[config.mk]
export PLATFORM = sky130hd
export DESIGN_NAME = curl_pow_sequencer
export DESIGN_NICKNAME = d
export VERILOG_FILES = /design/src/rtl/curl_pkg.sv /design/src/rtl/curl_rst_gen.sv /design/src/rtl/curl_pow_sequencer.sv
export SDC_FILE = /design/constraint.sdc
export NUM_CORES = 1
export LEC_CHECK = 0
export CAP_MARGIN = 5
export CELL_PAD_IN_SITES_DETAIL_PLACEMENT = 0
export CELL_PAD_IN_SITES_GLOBAL_PLACEMENT = 1
export CORE_AREA = 5 5 228 230
export CTS_BUF_LIST = sky130_fd_sc_hd__clkbuf_16
export DETAILED_ROUTE_END_ITERATION = 12
export DIE_AREA = 0 0 233 235
export PLACE_DENSITY = 0.79
export SYNTH_ARGS = -nofsm -noshare
export SYNTH_HDL_FRONTEND = slang
export SYNTH_SLANG_ARGS = --single-unit
[constraint.sdc]
create_clock -name i_clk -period 22.5 [get_ports i_clk]
set_input_delay 4.5 -clock i_clk [delete_from_list [all_inputs] [get_ports i_clk]]
set_output_delay 4.5 -clock i_clk [all_outputs]
set_load 0.05 [all_outputs]
[src/rtl/curl_pkg.sv]
// Shared widths and enums for the curl PoW job sequencer and its helpers.
package curl_pkg;

   localparam int unsigned DATA_WIDTH     = 54;
   localparam int unsigned STATE_WORDS_IO = 9;
   localparam int unsigned NONCE_BITS     = 162;
   localparam int unsigned MWM_MASK_WIDTH = 32;
   localparam int unsigned WORD_IDX_W     = 4;

   typedef enum logic [1:0] {
      RES_FOUND   = 2'b00,
      RES_TIMEOUT = 2'b01,
      RES_ABORTED = 2'b10
   } res_status_e;

   typedef enum logic [3:0] {
      S_IDLE,
      S_CLR,
      S_LOAD,
      S_TF_PULSE,
      S_TF_SETTLE,
      S_TF_WAIT,
      S_POW_PULSE,
      S_POW_WAIT,
      S_POW_LAST,
      S_TMO_CLR,
      S_ABT_CLR,
      S_RESULT
   } seq_state_e;

endpackage

[src/rtl/curl_rst_gen.sv]
// Core reset pulse generator: holds o_curl_arst_n low for CURL_RST_CYCLES cycles per start.
module curl_rst_gen #(
   parameter int unsigned CURL_RST_CYCLES = 2
) (
   input  logic i_clk,
   input  logic i_arst,
   input  logic i_start,
   output logic o_curl_arst_n,
   output logic o_done_c
);

   localparam int unsigned CNT_W = $clog2(CURL_RST_CYCLES + 1);

   logic [CNT_W-1:0] cnt_q, cnt_d;
   logic             arst_n_q, arst_n_d;

   // Release on the cycle the counter steps from 1 to 0; a restart reloads.
   always_comb begin
      cnt_d    = cnt_q;
      arst_n_d = arst_n_q;
      if (i_start) begin
         cnt_d    = CNT_W'(CURL_RST_CYCLES);
         arst_n_d = 1'b0;
      end else if (cnt_q != '0) begin
         cnt_d    = cnt_q - CNT_W'(1);
         arst_n_d = (cnt_q == CNT_W'(1));
      end
   end

   always_ff @(posedge i_clk or posedge i_arst) begin
      if (i_arst) begin
         cnt_q    <= '0;
         arst_n_q <= 1'b1;
      end else begin
         cnt_q    <= cnt_d;
         arst_n_q <= arst_n_d;
      end
   end

   assign o_curl_arst_n = arst_n_q;
   assign o_done_c      = (cnt_q == '0);

endmodule

[src/rtl/curl_pow_sequencer.sv]
// Job-level controller for one curl_pow core: clear, absorb chunks, launch PoW,
// report nonce/status, and enforce iteration timeout and abort.
module curl_pow_sequencer
   import curl_pkg::*;
#(
   parameter int unsigned CHUNK_CNT_W     = 8,
   parameter int unsigned ITER_W          = 32,
   parameter int unsigned CURL_RST_CYCLES = 2
) (
   input  logic                      i_clk,
   input  logic                      i_arst,
   input  logic                      i_job_valid,
   output logic                      o_job_ready,
   input  logic [CHUNK_CNT_W-1:0]    i_job_chunks,
   input  logic [MWM_MASK_WIDTH-1:0] i_mwm_mask,
   input  logic [ITER_W-1:0]         i_max_iter,
   input  logic                      i_word_valid,
   output logic                      o_word_ready,
   input  logic [DATA_WIDTH-1:0]     i_word_data,
   input  logic                      i_abort,
   output logic                      o_curl_arst_n,
   output logic                      o_curl_we,
   output logic [WORD_IDX_W-1:0]     o_curl_addr,
   output logic [DATA_WIDTH-1:0]     o_curl_data,
   output logic                      o_curl_transform,
   output logic                      o_curl_pow,
   output logic [MWM_MASK_WIDTH-1:0] o_curl_mwm_mask,
   input  logic                      i_curl_transforming,
   input  logic                      i_curl_pow_finish,
   input  logic                      i_curl_pow_hash_finish,
   input  logic [NONCE_BITS-1:0]     i_curl_nonce,
   output logic                      o_res_valid,
   input  logic                      i_res_ready,
   output logic [NONCE_BITS-1:0]     o_res_nonce,
   output logic [1:0]                o_res_status,
   output logic [ITER_W-1:0]         o_iter_cnt,
   output logic                      o_busy
);

   seq_state_e                state_q, state_d;
   logic [CHUNK_CNT_W-1:0]    chunks_q, chunks_d;
   logic [CHUNK_CNT_W-1:0]    chunk_idx_q, chunk_idx_d;
   logic [WORD_IDX_W-1:0]     word_idx_q, word_idx_d;
   logic [ITER_W-1:0]         max_iter_q, max_iter_d;
   logic [ITER_W-1:0]         iter_q, iter_d;
   logic [MWM_MASK_WIDTH-1:0] mask_q, mask_d;
   logic [NONCE_BITS-1:0]     nonce_q, nonce_d;
   res_status_e               status_q, status_d;
   logic                      fin_q;

   logic              rst_start_c, rst_done_c;
   logic              abort_c, word_fire_c, last_word_c, last_chunk_c;
   logic              fin_rise_c, hit_limit_c;
   logic [ITER_W-1:0] iter_inc_c;

   curl_rst_gen #(
      .CURL_RST_CYCLES(CURL_RST_CYCLES)
   ) u_rst_gen (
      .i_clk        (i_clk),
      .i_arst       (i_arst),
      .i_start      (rst_start_c),
      .o_curl_arst_n(o_curl_arst_n),
      .o_done_c     (rst_done_c)
   );

   assign abort_c      = i_abort && (state_q != S_IDLE) && (state_q != S_RESULT);
   assign word_fire_c  = (state_q == S_LOAD) && !i_abort && i_word_valid;
   assign last_word_c  = (word_idx_q == WORD_IDX_W'(STATE_WORDS_IO - 1));
   assign last_chunk_c = (chunk_idx_q == chunks_q - CHUNK_CNT_W'(1));
   assign fin_rise_c   = i_curl_pow_finish && !fin_q;
   assign iter_inc_c   = (&iter_q) ? iter_q : iter_q + ITER_W'(1);
   assign hit_limit_c  = i_curl_pow_hash_finish && (max_iter_q != '0) && (iter_inc_c == max_iter_q);

   always_ff @(posedge i_clk or posedge i_arst) begin
      if (i_arst) state_q <= S_IDLE;
      else        state_q <= state_d;
   end

   // Next state; abort preempts every busy state and restarts the core clear.
   always_comb begin
      state_d     = state_q;
      rst_start_c = 1'b0;
      if (abort_c) begin
         state_d     = S_ABT_CLR;
         rst_start_c = 1'b1;
      end else begin
         case (state_q)
            S_IDLE: if (i_job_valid) begin
               state_d     = S_CLR;
               rst_start_c = 1'b1;
            end
            S_CLR:       if (rst_done_c) state_d = S_LOAD;
            S_LOAD:      if (word_fire_c && last_word_c)
                            state_d = last_chunk_c ? S_POW_PULSE : S_TF_PULSE;
            S_TF_PULSE:  state_d = S_TF_SETTLE;
            S_TF_SETTLE: state_d = S_TF_WAIT;
            S_TF_WAIT:   if (!i_curl_transforming) state_d = S_LOAD;
            S_POW_PULSE: state_d = S_POW_WAIT;
            S_POW_WAIT: begin
               if (fin_rise_c)       state_d = S_RESULT;
               else if (hit_limit_c) state_d = S_POW_LAST;
            end
            S_POW_LAST: begin
               if (i_curl_pow_finish) begin
                  state_d = S_RESULT;
               end else begin
                  state_d     = S_TMO_CLR;
                  rst_start_c = 1'b1;
               end
            end
            S_TMO_CLR, S_ABT_CLR: if (rst_done_c) state_d = S_RESULT;
            S_RESULT:    if (i_res_ready) state_d = S_IDLE;
            default:     state_d = S_IDLE;
         endcase
      end
   end

   // Core-facing strobes are decoded live so an abort can squash them in the same cycle.
   always_comb begin
      o_job_ready      = (state_q == S_IDLE);
      o_busy           = (state_q != S_IDLE);
      o_res_valid      = (state_q == S_RESULT);
      o_word_ready     = (state_q == S_LOAD) && !i_abort;
      o_curl_we        = word_fire_c;
      o_curl_addr      = '0;
      o_curl_data      = '0;
      o_curl_transform = (state_q == S_TF_PULSE) && !i_abort;
      o_curl_pow       = (state_q == S_POW_PULSE) && !i_abort;
      if (word_fire_c) begin
         o_curl_addr = word_idx_q;
         o_curl_data = i_word_data;
      end
   end

   always_comb begin
      chunks_d    = chunks_q;
      chunk_idx_d = chunk_idx_q;
      word_idx_d  = word_idx_q;
      max_iter_d  = max_iter_q;
      iter_d      = iter_q;
      mask_d      = mask_q;
      nonce_d     = nonce_q;
      status_d    = status_q;
      if (state_q == S_IDLE && i_job_valid) begin
         chunks_d    = (i_job_chunks == '0) ? CHUNK_CNT_W'(1) : i_job_chunks;
         mask_d      = i_mwm_mask;
         max_iter_d  = i_max_iter;
         iter_d      = '0;
         chunk_idx_d = '0;
         word_idx_d  = '0;
         nonce_d     = '0;
         status_d    = RES_FOUND;
      end
      if (abort_c) begin
         nonce_d  = '0;
         status_d = RES_ABORTED;
      end else begin
         case (state_q)
            S_LOAD: if (word_fire_c)
               word_idx_d = last_word_c ? '0 : word_idx_q + WORD_IDX_W'(1);
            S_TF_WAIT: if (!i_curl_transforming)
               chunk_idx_d = chunk_idx_q + CHUNK_CNT_W'(1);
            S_POW_WAIT: begin
               if (i_curl_pow_hash_finish) iter_d = iter_inc_c;
               if (fin_rise_c) begin
                  nonce_d  = i_curl_nonce;
                  status_d = RES_FOUND;
               end
            end
            // Success lands one cycle after the final hash, so it still wins here.
            S_POW_LAST: begin
               if (i_curl_pow_finish) begin
                  nonce_d  = i_curl_nonce;
                  status_d = RES_FOUND;
               end else begin
                  nonce_d  = '0;
                  status_d = RES_TIMEOUT;
               end
            end
            default: ;
         endcase
      end
   end

   always_ff @(posedge i_clk or posedge i_arst) begin
      if (i_arst) begin
         chunks_q    <= '0;
         chunk_idx_q <= '0;
         word_idx_q  <= '0;
         max_iter_q  <= '0;
         iter_q      <= '0;
         mask_q      <= '0;
         nonce_q     <= '0;
         status_q    <= RES_FOUND;
         fin_q       <= 1'b0;
      end else begin
         chunks_q    <= chunks_d;
         chunk_idx_q <= chunk_idx_d;
         word_idx_q  <= word_idx_d;
         max_iter_q  <= max_iter_d;
         iter_q      <= iter_d;
         mask_q      <= mask_d;
         nonce_q     <= nonce_d;
         status_q    <= status_d;
         fin_q       <= i_curl_pow_finish;
      end
   end

   assign o_curl_mwm_mask = mask_q;
   assign o_res_nonce     = nonce_q;
   assign o_res_status    = status_q;
   assign o_iter_cnt      = iter_q;

endmodule
==> results.sh, run 1 <==
export IMPL_status="finished, final reports clean"
export IMPL_hp_start="o_curl_mwm_mask[2]"
export IMPL_reg2reg_from="o_iter_cnt[1]"
export IMPL_first_global_vias=14234
export IMPL_fmax_ghz=0.08564
export IMPL_start_kind="input port"
export IMPL_viasPerCell=5.109
export IMPL_drive_gt1_frac=0.04145
export IMPL_synthDistinctLibCells=67
export IMPL_rsz0062_at_grt="false"
export IMPL_cap_violations=0
export IMPL_dieArea_um2=54760
export IMPL_place_area_um2=20400
export IMPL_worst_r2r_setup_slack_ps=17970
export IMPL_synth_ff_type="dfrtp_1"
export IMPL_grt_max_degree=96
export IMPL_antenna_found_initial=14
export IMPL_fin_skew_ps=25.42
export IMPL_dp_cells=2686
export IMPL_fin_crit_sh=0.5190
export IMPL_cts_tree="done"
export IMPL_start_util=0.2822
export IMPL_yosysWarnings=0
export IMPL_drt_pass1_iter_count=8
export IMPL_overflow=0
export IMPL_min_path_cells=2
export IMPL_powerDensity_nw_per_um2=116.6
export IMPL_path_class="in -> out"
export IMPL_hold_class="reg -> reg"
export IMPL_core_area_um2=49660
export IMPL_stdcell_count=2756
export IMPL_postCtsSetupBuffers=0
export IMPL_avgRoutedWirePerCell_um=22.69
export IMPL_max_slew_margin=0.2417
export IMPL_cts_buffers=35
export IMPL_pwr_share_clk=0.226
export IMPL_clock_path_buffers=3
export IMPL_nNetsFinal=2355
export IMPL_swShare=0.4515
export IMPL_fin_ws_ps=10820
export IMPL_cp_data_arrival_time_ps=7180
export IMPL_whs_endpoint="o_curl_mwm_mask[2]"
export IMPL_reg2reg_to="state_q[2]"
export IMPL_ctsResizeCount=0
export IMPL_end_kind="output pin"
export IMPL_htree_num_levels=2
export IMPL_finalCriticalPeriod_ps=11680
export IMPL_syn_to_final_growth_pct=53.80
export IMPL_clock_sinks=288
export IMPL_p_seq_frac=0.313
export IMPL_crit_fanout=60
export IMPL_worst_pin_slew_ps=1132
export IMPL_setup_viol=0
export IMPL_hold_viol=0
export IMPL_wirelength_um=62540
export IMPL_ctsHoldBuffers=0
export IMPL_grt_first_pass_wirelength_um=92430
export IMPL_syn_num_nets=1842
export IMPL_vdd_drop_max_mv=0.08919
export IMPL_hold_ws_ps=473.7
export IMPL_gp_congestion=0.8868
export IMPL_syn_inst=1538
export IMPL_ff2ff_path_depth=10
export IMPL_drc=0
export IMPL_p_total_mw=2.513
export IMPL_track_usage=0.2185
export IMPL_p_leak_nw=9.289
export IMPL_syn_area_per_cell_um2=9.112
export IMPL_ios=591
export IMPL_ant_nets=0
export IMPL_drt_iter0_drc=1251
export IMPL_synth_area_leader_cell="dfrtp_1"
export IMPL_synth_edf_count=0
export IMPL_io_buffers=590
export IMPL_netlist_top_cells_area="dfrtp_1, a22oi_1, nand2_1, nor2_1, and3_1"
export IMPL_tns_ps=0
export IMPL_clockRootBuffer="clkbuf_16"
export IMPL_cp_data_required_time_ps=18000
export IMPL_clock_latency_ps=550
export IMPL_combPwrFrac=0.460
export IMPL_final_area_um2=21550
export IMPL_pre_cts_ws_ps=10820
export IMPL_intPower_mw=1.378
export IMPL_die_h_um=235
export IMPL_via_count=14081
export IMPL_drv_slew=0
export IMPL_std_cell_rows=82
export IMPL_hpwl_um=46090
export IMPL_switchingPower_mw=1.135
export IMPL_syn_area_um2=14010
export IMPL_async_reset_ff_frac=1.000
export IMPL_ys_ff_latch=288
export IMPL_clk_pin_slew_worst_paths_ps=50
export IMPL_synth_seq_area_share=0.5143
export IMPL_synth_top_area_frac=0.5125
export IMPL_fin_util=0.4341
export IMPL_die_w_um=233
## state kept, by name, indices dropped and copies added (netlist names), 2 cells and up
register and cells:
o_res_status 2, state_q 4, chunk_idx_q 8, word_idx_q 4
max_iter_q 32, o_res_nonce 162, u_rst_gen.cnt_q 2, o_curl_mwm_mask 32
chunks_q 8, o_iter_cnt 32
## critical path, cell delays in order
cell             delay [ps]
clkdlybuf4s50_1         650
nor4_2                  330
buf_4                   430
and2_1                  380
clkdlybuf4s50_1         880
## cells by family after synthesis
kind of cell               after synthesis  synth area share
AOI/OAI and AO/OA                      341            0.1670
xor gates and xnor gates                50           0.03125
adders and majority gates                7          0.006249
buffers and inverters                  140           0.03919
DFF                                    288            0.5143
muxes                                   13          0.009464
and+or+nand+nor                        699            0.2325
## per-layer routing
layer	vias to the layer above	part of all wire	wire length, um	GRT usage
met2	570	0.51	32130	0.3803
li1	6464	-	-	-
met1	6949	0.38	23580	0.2575
met4	4	0.033	2058	0.07787
met5	-	0.00043	27	0
met3	94	0.076	4743	0.06073
## layout by cell type (no fill, tap or decap), types with 11 or more instances in the layout
cell type,count
dfrtp_1,287
nor2_1,218
o31ai_1,13
nand3_1,21
xnor2_1,27
nand4_1,20
a22oi_1,164
inv_1,19
nand2_1,264
buf_4,11
mux2i_1,11
clkbuf_16,35
a21oi_1,34
and3_1,69
o21ai_0,64
nor4_1,19
xor2_1,23
clkdlybuf4s50_1,589
## cell type report
| class | count | area [um2] |
|---|---|---|
| fill | 4883 | 28100 |
| sequential | 288 | 7208 |
| tap | 672 | 840.8 |
| multi-input combinational | 1110 | 6300 |
| clock inverter | 26 | 260.3 |
| clock buffer | 35 | 875.8 |
| timing repair buffer | 601 | 5983 |
| antenna | 9 | 22.52 |
| inverter | 15 | 63.81 |
## cells in the mapped netlist (all sizes together) (15+ instances only)
cell and instances:
a21oi 34, a22oi 164, and3 70, buf 22, clkbuf 103, dfrtp 287, inv 15, nand2 265
nand3 22, nand4 22, nor2 219, nor4 23, o21ai 64, xnor2 27, xor2 23
## worst max path at each step
| stage | startpoint | end | slack (ps) | depth (start not counted) |
|---|---|---|---|---|
| after global placement | i_abort | o_curl_we | 10910 | 5 |
| after CTS | i_abort | o_curl_we | 10830 | 5 |
| after global routing | i_abort | o_curl_we | 10660 | 5 |
| after detailed placement | i_abort | o_curl_we | 10820 | 5 |
| final | i_abort | o_curl_we | 10820 | 5 |
| after floorplan | i_arst | chunk_idx_q[0] | 10050 | 1 |
## power by group through the flow
| stage | clock (mW) | combinational, mW | sequential, mW |
|---|---|---|---|
| after global placement | 0 | 1.15 | 0.788 |
| after floorplan | 0 | 0.415 | 1.10 |
| after detailed placement | 0 | 1.16 | 0.790 |
| after CTS | 0.589 | 1.17 | 0.786 |
| after global routing | 0.607 | 1.23 | 0.807 |
| final | 0.569 | 1.16 | 0.787 |
No activity file was read; power rests on OpenSTA's default activity.
==> run 2, diff against run 1 <==
--- a/config.mk
+++ b/config.mk
@@ -8,11 +8,12 @@
 export CAP_MARGIN = 5
 export CELL_PAD_IN_SITES_DETAIL_PLACEMENT = 0
 export CELL_PAD_IN_SITES_GLOBAL_PLACEMENT = 1
-export CORE_AREA = 5 5 228 230
+export CORE_ASPECT_RATIO = 1.25
+export CORE_MARGIN = 5
+export CORE_UTILIZATION = 28
 export CTS_BUF_LIST = sky130_fd_sc_hd__clkbuf_16
 export DETAILED_ROUTE_END_ITERATION = 12
-export DIE_AREA = 0 0 233 235
-export PLACE_DENSITY = 0.79
+export PLACE_DENSITY = 0.82
 export SYNTH_ARGS = -nofsm -noshare
 export SYNTH_HDL_FRONTEND = slang
 export SYNTH_SLANG_ARGS = --single-unit
==> constraint.sdc (replaced) <==
create_clock -name i_clk -period 10.57 [get_ports i_clk]
set_input_delay 2.114 -clock i_clk [delete_from_list [all_inputs] [get_ports i_clk]]
set_output_delay 2.114 -clock i_clk [all_outputs]
set_load 0.05 [all_outputs]
==> run 2 against run 1 <==
  * Critical path depth did not move
  * Sequential share of layout area down 0.15 points
  * Largest power group unchanged
  * Total power rose by 120%
  * Hold slack worse by 2.3 ps
  * Count of clock-buffer cells in the layout is 1 higher
  * First-iteration DRC count down 18%
  * Sequential power up 110%
  * Final cell count fell by 0.69%
  * Clock skew is 7.2 ps higher
  * Register-to-register slack got worse by 12000 ps
  * Worst setup slack worse by 7200 ps
  * Via count increased by 0.26%
==> results.sh, run 2 (synthesis gave the netlist of run 1 again) <==
export IMPL_hpwl_um=43970
export IMPL_vdd_drop_max_mv=0.1427
export IMPL_wirelength_um=60080
export IMPL_end_kind="output pin"
export IMPL_drt_pass1_iter_count=7
export IMPL_die_h_um=260.1
export IMPL_rsz0062_at_grt="false"
export IMPL_dieArea_um2=54650
export IMPL_nNetsFinal=2358
export IMPL_crit_fanout=60
export IMPL_cts_buffers=36
export IMPL_fill_cells=4782
export IMPL_fin_crit_sh=0.6554
export IMPL_reg2reg_from="o_iter_cnt[1]"
export IMPL_die_w_um=210.1
export IMPL_layout_commonest_cell="clkdlybuf4s50_1"
export IMPL_clk_pin_slew_worst_paths_ps=60
export IMPL_finalCriticalPeriod_ps=6928
export IMPL_grt_first_pass_wirelength_um=88870
export IMPL_path_class="in -> out"
export IMPL_antenna_found_initial=7
export IMPL_fmax_ghz=0.1443
export IMPL_drc=0
export IMPL_ios=591
export IMPL_drt_iter0_drc=1027
export IMPL_powerDensity_nw_per_um2=250.3
export IMPL_clock_path_buffers=3
export IMPL_cp_data_arrival_time_ps=4810
export IMPL_ctsResizeCount=0
export IMPL_overflow=0
export IMPL_ctsHoldBuffers=0
export IMPL_io_buffers=590
export IMPL_hold_viol=0
export IMPL_whs_endpoint="o_curl_mwm_mask[14]"
export IMPL_cts_tree="done"
export IMPL_p_leak_nw=9.346
export IMPL_fin_ws_ps=3642
export IMPL_cp_data_required_time_ps=8460
export IMPL_status="finished, final reports clean"
export IMPL_htree_num_levels=2
export IMPL_fin_skew_ps=32.61
export IMPL_hold_class="reg -> reg"
export IMPL_start_util=0.2836
export IMPL_ant_nets=0
export IMPL_postCtsSetupBuffers=0
export IMPL_drive_gt1_frac=0.04563
export IMPL_first_global_vias=14264
export IMPL_worst_r2r_setup_slack_ps=6310
export IMPL_gp_congestion=0.9352
export IMPL_core_area_um2=49410
export IMPL_clockRootBuffer="clkbuf_16"
export IMPL_drv_slew=0
export IMPL_viasPerCell=5.158
export IMPL_grt_max_degree=174
export IMPL_track_usage=0.2073
export IMPL_start_kind="input port"
export IMPL_tns_ps=0
export IMPL_place_area_um2=20400
export IMPL_clock_sinks=288
export IMPL_via_count=14117
export IMPL_final_area_um2=21650
export IMPL_largest_register_ffs=162
export IMPL_setup_viol=0
export IMPL_worst_pin_slew_ps=1001
export IMPL_hold_ws_ps=471.5
export IMPL_ff2ff_path_depth=10
export IMPL_pre_cts_ws_ps=3627
export IMPL_cap_violations=0
export IMPL_p_total_mw=5.420
export IMPL_hp_start="o_curl_mwm_mask[14]"
export IMPL_reg2reg_to="state_q[2]"
export IMPL_max_slew_margin=0.3326
export IMPL_layout_common_cells="clkdlybuf4s50_1, dfrtp_1, nand2_1, nor2_1, a22oi_1"
export IMPL_clock_latency_ps=560
export IMPL_syn_to_final_growth_pct=54.48
export IMPL_std_cell_rows=91
export IMPL_min_path_cells=2
export IMPL_avgRoutedWirePerCell_um=21.95
[run 2: changes by cell type in the layout (fill, tap and decap cells not counted), sizes merged]
cell      before  now
bufinv         4    5
buf           12   14
diode          9    4
clkbuf        35   36
clkinv        15   16
clkinvlp       1    3
[run 2: worst max-delay path by stage]
stage	startpoint	end	slack, ps	cells past startpoint
after floorplan	i_arst	chunk_idx_q[0]	510	1
after global placement	i_abort	o_curl_we	3700	5
after detailed placement	i_abort	o_curl_we	3630	5
after CTS	i_abort	o_curl_we	3630	5
after global routing	i_abort	o_curl_we	3510	5
final	i_abort	o_curl_we	3640	5
[run 2: area by class of cell]
| class | count | area, um2 | share of cell area |
|---|---|---|---|
| flip-flops and latches | 288 | 7208 | 0.3329 |
| repair buffers | 603 | 6011 | 0.2776 |
| clock inverters | 30 | 341.6 | 0.01578 |
| well taps | 651 | 814.5 | 0.03762 |
| inverters | 15 | 63.81 | 0.002947 |
| clock buffers | 36 | 900.9 | 0.04161 |
| multi-input cells | 1110 | 6300 | 0.2910 |
| diodes | 4 | 10.01 | 0.0004623 |
[run 2: per-layer routing]
metal	wire length (um)	GRT usage
met5	40	0
met4	2074	0.07108
met3	5227	0.06479
met2	30010	0.3517
met1	22720	0.2493
[run 2: worst max-delay path, stage by stage]
cell	delay [ps]
clkdlybuf4s50_1	640
nor4_2	330
buf_4	430
and2_1	380
clkdlybuf4s50_1	880
[run 2: metrics by stage]
step	instances	util
after global placement	2667	0.4129
final	2737	0.4381
after detailed placement	2667	0.4129
after CTS	2733	0.4380
after floorplan	1538	-
after global routing	2735	0.4380
[run 2: report_power, final]
part / internal [mW] / switching [mW] / leakage [nW] / total [mW]
clock network: 0.758 / 0.530 / 0.609 / 1.29
logic: 0.827 / 1.64 / 4.87 / 2.47
registers: 1.40 / 0.265 / 3.86 / 1.67
total: 2.99 / 2.43 / 9.35 / 5.42
==> run 3, diff against run 2 <==
==> constraint.sdc (replaced) <==
create_clock -name i_clk -period 6.1 [get_ports i_clk]
set_input_delay 1.22 -clock i_clk [delete_from_list [all_inputs] [get_ports i_clk]]
set_output_delay 1.22 -clock i_clk [all_outputs]
set_load 0.05 [all_outputs]
==> run 3 against run 2 <==
  * Sequential power grew 73%
  * Sequential share of layout area grew 0.24 points
  * Highest routed layer unchanged
  * Count of clock-buffer cells in the layout shrank 1
  * Die area is the same
  * Clock skew shrank 7.2 ps
  * Total power grew 68%
  * Hold slack is essentially flat
  * Critical endpoint unchanged
==> results.sh, run 3 (synthesis gave the netlist of run 1 again) <==
export IMPL_status="finished, final reports clean"
export IMPL_cts_tree="done"
export IMPL_start_kind="input port"
export IMPL_viasPerCell=5.117
export IMPL_ctsResizeCount=0
export IMPL_clockRootBuffer="clkbuf_16"
export IMPL_antenna_found_initial=8
export IMPL_avgRoutedWirePerCell_um=22.02
export IMPL_die_w_um=210.1
export IMPL_hold_viol=0
export IMPL_die_h_um=260.1
export IMPL_via_count=13985
export IMPL_drive_gt1_frac=0.04521
export IMPL_vdd_drop_max_mv=0.2665
export IMPL_ctsHoldBuffers=0
export IMPL_worst_r2r_setup_slack_ps=1950
export IMPL_syn_to_final_growth_pct=53.35
export IMPL_fin_crit_sh=0.8310
export IMPL_fin_skew_ps=25.37
export IMPL_clock_latency_ps=550
export IMPL_io_buffers=590
export IMPL_whs_endpoint="o_curl_mwm_mask[5]"
export IMPL_dieArea_um2=54650
export IMPL_critPathTopFamily="buffers and inverters"
export IMPL_ff2ff_path_depth=10
export IMPL_postCtsSetupBuffers=0
export IMPL_gp_congestion=0.9780
export IMPL_drv_slew=0
export IMPL_crit_fanout=60
export IMPL_max_slew_margin=0.2205
export IMPL_min_path_cells=2
export IMPL_setup_viol=0
export IMPL_start_util=0.2836
export IMPL_ant_nets=0
export IMPL_hold_ws_ps=472.0
export IMPL_finalCriticalPeriod_ps=5069
export IMPL_clock_path_buffers=3
export IMPL_hpwl_um=43930
export IMPL_crit_chain="clkdlybuf4s50_1 > buf_4 > nor4_2 > buf_4 > and2_1 > clkdlybuf4s50_1"
export IMPL_largest_register_ffs=162
export IMPL_first_global_vias=14390
export IMPL_std_cell_rows=91
export IMPL_rsz0062_at_grt="false"
export IMPL_crit_path_top_delay_cell="clkdlybuf4s50_1"
export IMPL_hold_class="reg -> reg"
export IMPL_nNetsFinal=2359
export IMPL_worst_pin_slew_ps=1169
export IMPL_fmax_ghz=0.1973
export IMPL_htree_num_levels=2
export IMPL_hp_start="o_curl_mwm_mask[5]"
export IMPL_powerDensity_nw_per_um2=423.8
export IMPL_drt_pass1_iter_count=5
export IMPL_reg2reg_from="o_iter_cnt[0]"
export IMPL_cp_slowest_stage_delay_ps=880
export IMPL_clk_pin_slew_worst_paths_ps=60
export IMPL_drc=0
export IMPL_reg2reg_to="state_q[2]"
export IMPL_end_kind="output pin"
export IMPL_cts_buffers=35
export IMPL_overflow=0
export IMPL_grt_first_pass_wirelength_um=89420
export IMPL_drt_iter0_drc=998
export IMPL_cp_data_arrival_time_ps=3850
export IMPL_fill_cells=4815
export IMPL_wirelength_um=60180
export IMPL_tns_ps=0
export IMPL_ios=591
export IMPL_path_class="in -> out"
export IMPL_layout_common_cells="clkdlybuf4s50_1, dfrtp_1, nand2_1, nor2_1, a22oi_1"
export IMPL_track_usage=0.2087
export IMPL_p_leak_nw=9.251
export IMPL_cp_data_required_time_ps=4880
export IMPL_crit_cells=6
export IMPL_cp_num_buf_inv=4
export IMPL_layout_commonest_cell="clkdlybuf4s50_1"
export IMPL_cap_violations=0
export IMPL_grt_max_degree=153
export IMPL_core_area_um2=49410
export IMPL_clock_sinks=288
==> run 3: cell count changes in the layout (fill, tap and decap cells not counted), sizes merged <==
| cell | delta |
|---|---|
| buf | +1 |
| bufinv | -5 |
| clkbuf | -1 |
| clkdlybuf4s50 | +1 |
| clkinv | +2 |
| clkinvlp | +4 |
| diode | -1 |
| inv | -5 |
==> run 3: area by class of cell <==
cell class                 instances  area (um2)  share of cell area
sequential                       288        7208              0.3354
tap                              651       814.5             0.03790
clock inverter                    26       182.7            0.008500
inverter                          15       60.06            0.002794
antenna                            3       7.507           0.0003493
timing repair buffer             605        6043              0.2812
multi-input combinational       1110        6300              0.2931
clock buffer                      35       875.8             0.04075
==> run 3: how the worst max path moves through the flow <==
| stage | startpoint | to |
|---|---|---|
| global placement | i_abort | o_curl_we |
| detailed placement | i_abort | o_curl_we |
| finish | i_abort | o_curl_we |
| global route | i_abort | o_curl_we |
| CTS | i_abort | o_curl_we |
| floorplan | i_arst | chunk_idx_q[0] |
==> run 3: per-layer routing <==
layer | track usage | vias up | share of wire
li1 | - | 6455 | -
met1 | 0.2501 | 6828 | 0.38
met2 | 0.3565 | 559 | 0.50
met3 | 0.06322 | 133 | 0.077
met4 | 0.07144 | 10 | 0.035
met5 | 0 | - | 0.0012
==> run 3: worst reg2reg max path, delay by kind of cell, from the launching register on <==
kind                     cells  cell delay, ps
AO/OA/AOI/OAI                3             910
AND/OR/NAND/NOR              6            2300
adder cells (fa/ha/maj)      1             340
flip-flops                   1             480
==> run 3: where the power goes <==
| group | internal, mW | total (mW) | leakage (nW) | switching (mW) |
|---|---|---|---|---|
| Sequential | 2.43 | 2.89 | 3.86 | 0.465 |
| Clock | 1.06 | 1.94 | 0.507 | 0.882 |
| Combinational | 1.44 | 4.27 | 4.88 | 2.83 |
| Total | 4.93 | 9.11 | 9.25 | 4.18 |
==> run 3: through the flow <==
step | setup WS, ps | total power [mW] | utilization | area [um2] | cells
2_1_floorplan | 1062 | 5.575 | - | 14020 | 1538
3_3_place_gp | 1089 | 7.138 | 0.4134 | 20430 | 2669
3_5_place_dp | 1017 | 7.186 | 0.4134 | 20430 | 2669
4_1_cts | 1017 | 9.219 | 0.4348 | 21480 | 2730
5_1_grt | 871.0 | 9.595 | 0.4349 | 21490 | 2733
6_report | 1031 | 9.108 | 0.4349 | 21490 | 2733
